--- config.mk ---
export PLATFORM = sky130hd
export DESIGN_NAME = debug_reg_dumper
export DESIGN_NICKNAME = d
export VERILOG_FILES = /design/src/rtl/debug_dump_pkg.sv /design/src/rtl/uart_tx_byte.sv /design/src/rtl/debug_reg_dumper.sv
export SDC_FILE = /design/constraint.sdc
export NUM_CORES = 1
export LEC_CHECK = 0
export ABC_AREA = 1
export BUFFER_PORTS_ARGS = -buffer_cell sky130_fd_sc_hd__buf_2
export CORE_MARGIN = 10
export CORE_UTILIZATION = 30
export DETAILED_ROUTE_END_ITERATION = 12
export GPL_TIMING_DRIVEN = 0
export PLACE_DENSITY = 0.57
export SLEW_MARGIN = 30
export SYNTH_ARGS = -nofsm -noshare
export SYNTH_HDL_FRONTEND = slang
export SYNTH_HIERARCHICAL = 1
export SYNTH_SLANG_ARGS = --single-unit
--- constraint.sdc ---
create_clock -name clk -period 2.15 [get_ports clk]
set_input_delay 0.215 -clock clk [delete_from_list [all_inputs] [get_ports clk]]
set_output_delay 0.215 -clock clk [all_outputs]
set_load 0.02 [all_outputs]
--- src/rtl/debug_dump_pkg.sv ---
// Shared constants and state encoding for the debug register dumper.
// DEBUG_DUMP_CHECKSUM_EN selects the 70-byte checksummed frame.
package debug_dump_pkg;

    localparam logic [7:0] DUMP_HEADER     = 8'hA5;
    localparam int         DUMP_NUM_REGS   = 16;
    localparam int         DUMP_BYTES      = 69;
    localparam int         DUMP_BYTES_CSUM = 70;

    typedef enum logic [2:0] {
        IDLE,
        SEND,
        SELECT,
        CAPTURE,
        FINISH
    } dump_state_t;

    function automatic logic [7:0] word_byte(
        input logic [31:0] w,
        input logic [1:0]  idx
    );
        return w[8*idx +: 8];
    endfunction

endpackage

--- src/rtl/uart_tx_byte.sv ---
// 8N1 byte transmitter; byte_done flags the last cycle of the stop bit
// so a back-to-back load starts the next start bit with no gap.
module uart_tx_byte #(
    parameter int CLKS_PER_BIT = 16
) (
    input  logic       clk,
    input  logic       reset,
    input  logic       load,
    input  logic [7:0] data,
    output logic       tx,
    output logic       ready,
    output logic       byte_done
);

    localparam int CW = $clog2(CLKS_PER_BIT);

    logic [CW-1:0] cnt;
    logic [3:0]    bit_idx;
    logic [8:0]    shreg;
    logic          active;
    logic          last_clk;

    assign last_clk  = cnt == CW'(CLKS_PER_BIT - 1);
    assign ready     = !active;
    assign byte_done = active && last_clk && bit_idx == 4'd9;

    // bit_idx: 0 start, 1..8 data, 9 stop
    always_ff @(posedge clk) begin
        if (reset) begin
            active  <= 1'b0;
            tx      <= 1'b1;
            cnt     <= '0;
            bit_idx <= '0;
            shreg   <= '0;
        end else if (load) begin
            active  <= 1'b1;
            tx      <= 1'b0;
            cnt     <= '0;
            bit_idx <= '0;
            shreg   <= {1'b1, data};
        end else if (active) begin
            if (last_clk) begin
                cnt <= '0;
                if (bit_idx == 4'd9) begin
                    active <= 1'b0;
                    tx     <= 1'b1;
                end else begin
                    tx      <= shreg[0];
                    shreg   <= {1'b1, shreg[8:1]};
                    bit_idx <= bit_idx + 4'd1;
                end
            end else begin
                cnt <= cnt + CW'(1);
            end
        end
    end

endmodule

--- src/rtl/debug_reg_dumper.sv ---
// Dumps PC and R0..R15 as one framed UART stream on a start pulse.
// DEBUG_DUMP_CHECKSUM_EN appends an XOR byte over the PC/register bytes.
module debug_reg_dumper
    import debug_dump_pkg::*;
#(
    parameter int CLKS_PER_BIT = 16
) (
    input  logic        clk,
    input  logic        reset,
    input  logic        start,
    input  logic [31:0] fetchPC,
    input  logic [31:0] debug_reg_out,
    output logic [3:0]  debug_reg_select,
    output logic        uart_tx,
    output logic        busy,
    output logic        done
);

    localparam logic [3:0] LAST_REG = 4'(DUMP_NUM_REGS - 1);

    dump_state_t state;
    logic [31:0] word_buf;
    logic [1:0]  byte_idx;
    logic [3:0]  reg_idx;
    logic        last_reg;
    logic        hdr;
    logic        accept;
    logic        more;
    logic        tx_load;
    logic [7:0]  tx_data;
    logic        tx_ready;
    logic        tx_byte_done;
`ifdef DEBUG_DUMP_CHECKSUM_EN
    logic [7:0]  csum;
    logic        csum_phase;
    logic        payload;
`endif

    assign accept = start && tx_ready;

`ifdef DEBUG_DUMP_CHECKSUM_EN
    assign more = hdr || byte_idx != 2'd3 ||
                  (last_reg && !csum_phase);
`else
    assign more = hdr || byte_idx != 2'd3;
`endif

    always_comb begin
        tx_load = 1'b0;
        tx_data = DUMP_HEADER;
        unique case (state)
            IDLE: tx_load = accept;
            CAPTURE: begin
                tx_load = 1'b1;
                tx_data = debug_reg_out[7:0];
            end
            SEND: begin
                tx_load = tx_byte_done && more;
                if (hdr)
                    tx_data = word_buf[7:0];
                else if (byte_idx != 2'd3)
                    tx_data = word_byte(word_buf,
                                        byte_idx + 2'd1);
`ifdef DEBUG_DUMP_CHECKSUM_EN
                else
                    tx_data = csum;
`endif
            end
            default: ;
        endcase
    end

`ifdef DEBUG_DUMP_CHECKSUM_EN
    // header and the checksum byte itself stay out of the XOR
    assign payload = tx_load &&
        (state == CAPTURE ||
         (state == SEND && (hdr || byte_idx != 2'd3)));
`endif

    always_ff @(posedge clk) begin
        if (reset) begin
            state            <= IDLE;
            busy             <= 1'b0;
            done             <= 1'b0;
            debug_reg_select <= '0;
            word_buf         <= '0;
            byte_idx         <= '0;
            reg_idx          <= '0;
            last_reg         <= 1'b0;
            hdr              <= 1'b0;
`ifdef DEBUG_DUMP_CHECKSUM_EN
            csum             <= '0;
            csum_phase       <= 1'b0;
`endif
        end else begin
            done <= 1'b0;
`ifdef DEBUG_DUMP_CHECKSUM_EN
            if (payload)
                csum <= csum ^ tx_data;
`endif
            unique case (state)
                IDLE: if (accept) begin
                    word_buf <= fetchPC;
                    hdr      <= 1'b1;
                    byte_idx <= '0;
                    reg_idx  <= '0;
                    last_reg <= 1'b0;
                    busy     <= 1'b1;
                    state    <= SEND;
`ifdef DEBUG_DUMP_CHECKSUM_EN
                    csum       <= '0;
                    csum_phase <= 1'b0;
`endif
                end
                SEND: if (tx_byte_done) begin
                    if (hdr)
                        hdr <= 1'b0;
                    else if (byte_idx != 2'd3)
                        byte_idx <= byte_idx + 2'd1;
`ifdef DEBUG_DUMP_CHECKSUM_EN
                    else if (last_reg && !csum_phase)
                        csum_phase <= 1'b1;
`endif
                    else if (last_reg) begin
                        busy  <= 1'b0;
                        done  <= 1'b1;
                        state <= FINISH;
                    end else begin
                        byte_idx <= '0;
                        state    <= SELECT;
                    end
                end
                SELECT: begin
                    debug_reg_select <= reg_idx;
                    last_reg <= reg_idx == LAST_REG;
                    reg_idx  <= reg_idx + 4'd1;
                    state    <= CAPTURE;
                end
                CAPTURE: begin
                    word_buf <= debug_reg_out;
                    state    <= SEND;
                end
                FINISH: state <= IDLE;
                default: state <= IDLE;
            endcase
        end
    end

    uart_tx_byte #(
        .CLKS_PER_BIT(CLKS_PER_BIT)
    ) u_tx (
        .clk      (clk),
        .reset    (reset),
        .load     (tx_load),
        .data     (tx_data),
        .tx       (uart_tx),
        .ready    (tx_ready),
        .byte_done(tx_byte_done)
    );

endmodule

==> key figures <==
Die
  – Ports: 74
  – Core area: 11900 sq um
  – Die width: approximately 130 um
  – Die ar.: about 17000 sq um
  – Die Span Y: 130 um
  – # rows: 40
  – Initial core utilization: 0.303

Global routing
  – First-pass GRT wire length: 17.7 mm
  – Initial antenna violation count: 0
  – Vias in the first global route: 3617
  – Largest net degree at the start of global routing: 14
  – Tot GR Track Use: 0.132
  – GRT overflow: 0

Synth
  – Top-count cell post-synth: nand2_1
  – Post-synth top area share: 0.377
  – Seq/Total Area, Yosys: 0.377
  – Gate count after technology mapping: between 500 and 600
  – Netlist Area Pre-Place: 3610 sq um
  – Syn_nets: ~600
  – Yosys warns: 6
  – Number of library cell types mapped by synthesis: 28
  – Top post-synthesis cells by count: 151 x nand2_1, 80 x nand3_1, 68 x dfxtp_1
  – EDFF count, synth: 0
  – Main synth FF type: dfxtp_1
  – FF+latch count, synth: 68
  – Asr flop ratio synth: 0
  – Top cells by area, synth: dfxtp_1 38%, nand2_1 16%, nand3_1 11%, o211a_1 8.9%, nor2_1 4.8%
  – Syn_area_per_cell: 7.03 sq um
  – Post-synth top area cell: dfxtp_1

Timing
  – Fmax: 503 MHz
  – Worst setup margin: 161 ps
  – Final hold vios: 0
  – Fin. max-slew vios: 0
  – Worst hold slack: ~92 ps
  – Crit share post-route: 0.925
  – Slew HR: 0.573
  – Final setup fails: 0
  – Minimum clock period: 1990 ps
  – Setup Skew: 8.99 ps
  – Actual slew at the worst max-slew pin: about 630 ps

Layout
  – Layout Nets: around 670
  – Antenna cells: 0
  – Final cell count without fillers: 750
  – Share of layout cells above drive strength 1: 0.216
  – Largest reg by FF count: word_buf
  – Layout area overhead: 26.3%
  – Fin util: 0.383
  – Regs by FF count: word_buf (32), u_tx/shreg (9)
  – Largest register FFs: 32

Clock tree
  – Clock slew at reported path FFs: 60 ps
  – Post-CTS Hold Fix Bufs: 0
  – Clock sinks: just under 70
  – Bufs on Longest Clock Path: 2
  – Root buf cell: clkbuf_16
  – CTS tree: built
  – Maximum level of the CTS H-tree: 3
  – CTS buffer count: 9
  – Later-pin clock latency in the skew report: 340 ps

Detailed routing
  – WL per Instance: about 15 um
  – Vias: 3758
  – DRC errors left: 0
  – Post-route ant nets: 0
  – Via density: 5.01
  – Pre-antenna DRT Iters: 6
  – Detailed Route WL: 10.9 mm
  – Starting DRT DRC Count: ~260

Power
  – Clk pwr share: 0.420
  – Lkg Pwr: 2.26 nW
  – Switching Share: 0.295
  – Peak VDD IR: 0.355 mV
  – Int Pwr: 2.89 mW
  – Total power: 4.10 mW
  – Logic gate share of total power: 0.220
  – Seq pwr share: 0.360
  – PD cells: 899 nW/um^2
  – NetSw: 1.21 mW

Placement
  – Setup WS pre-CTS: -121 ps
  – RD Place Congestion: 0.851
  – DP Wirelength: 8.44 mm
  – Placed cell count: 733
  – Input/output buffers: 72

Worst setup path
  – CP Launch Type: register
  – CP required: 2410 ps
  – Crit Path Max Fanout: 10
  – Crit Path Class: reg -> reg
  – Critical Path AT: 2250 ps
  – Critical path capture point type: register

Status
  – Outcome: complete, no violations

Min path
  – HP Class: in -> reg

Flow run
  – Max-cap violation count: 0
[kinds of logic after synthesis]
kind of cell	after synthesis	synth area share
simple gates	293	0.345
compound gates	86	0.171
flops	68	0.377
buf+inv	59	0.0807
fa+ha+maj	6	0.0208
xor+xnor	1	0.00243
mux	1	0.00277
[final cells by class]
type | count | area [sq um]
Clock inverter | 7 | 124
Clock buffer | 9 | 225
Buffer | 28 | 181
Fill cell | 1271 | 7350
Sequential cell | 68 | 1370
Inverter | 30 | 115
Multi-Input combinational cell | 387 | 1990
Timing Repair Buffer | 74 | 375
Tap cell | 147 | 184
[per-stage QoR]
| step | setup TNS [ps] | cell area [sq um] |
|---|---|---|
| final | 0 | 4560 |
| after CTS | 0 | 4520 |
| after detailed placement | -689 | 4160 |
| after global routing | -4.04 | 4560 |
| after floorplan | 0 | 3610 |
| after global placement | -557 | 4160 |
[placed cells by master, fill, tap and decap left out, types with 2 or more instances in the layout]
cell / count
inv_1: 25
nand2_1: 150
nand3_1: 79
dfxtp_1: 65
clkinv_4: 2
buf_2: 81
clkbuf_1: 8
nor2_4: 2
o22ai_1: 4
ha_1: 5
o21ai_0: 20
nor2_1: 45
clkbuf_16: 9
nor2_2: 3
nor3_1: 2
buf_4: 4
nand4_1: 6
o211a_1: 32
inv_2: 3
buf_6: 7
dfxtp_2: 2
o211ai_1: 5
nor4_1: 2
nand2_2: 2
bufinv_16: 3
a21oi_1: 20
[power by group through the flow]
stage | Combinational [mW] | Clock (mW) | Sequential (mW)
after floorplan | 0.627 | 0 | 1.48
after global placement | 0.854 | 0 | 1.50
after detailed placement | 0.876 | 0 | 1.50
after CTS | 0.887 | 1.76 | 1.47
after global routing | 1.02 | 1.81 | 1.49
final | 0.900 | 1.72 | 1.48
[per-layer routing]
layer / GRT usage / share of wire / up-vias
met1: 0.159 / 0.46 / 1753
li1: - / - / 1916
met2: 0.220 / 0.47 / 77
met3: 0.0389 / 0.057 / 12
met5: 0 / 0 / -
met4: 0.0410 / 0.014 / 0
[worst paths after layout]
check / end / from / cells past startpoint / slack, ps
max: u_tx/shreg[0] / state[2] / 11 / 160
min: u_tx/shreg[2] / reset / 2 / 90
max reg2reg: u_tx/shreg[0] / state[2] / 11 / 160
min reg2reg: u_tx/shreg[7] / u_tx/shreg[8] / 2 / 460
[worst max-delay path, cell delays in order, from the launching register on]
cell and delay [ps]:
dfxtp_1 360, nor2_2 210, nand3_1 160, nand2_2 100, buf_6 160, buf_6 160, a31o_4 140, clkbuf_4 200
nand2_1 70, o21ai_1 100, nand4_1 110, a21oi_1 140
[timing repair]
action / 4_1_cts / 5_1_grt
pin swaps: 0 / 2
gates cloned: 0 / 0
resized for setup: 4 / 15
setup buffers: 0 / 2
setup endpoints to repair: 16 / 10
(Power assumes the default switching activity.)
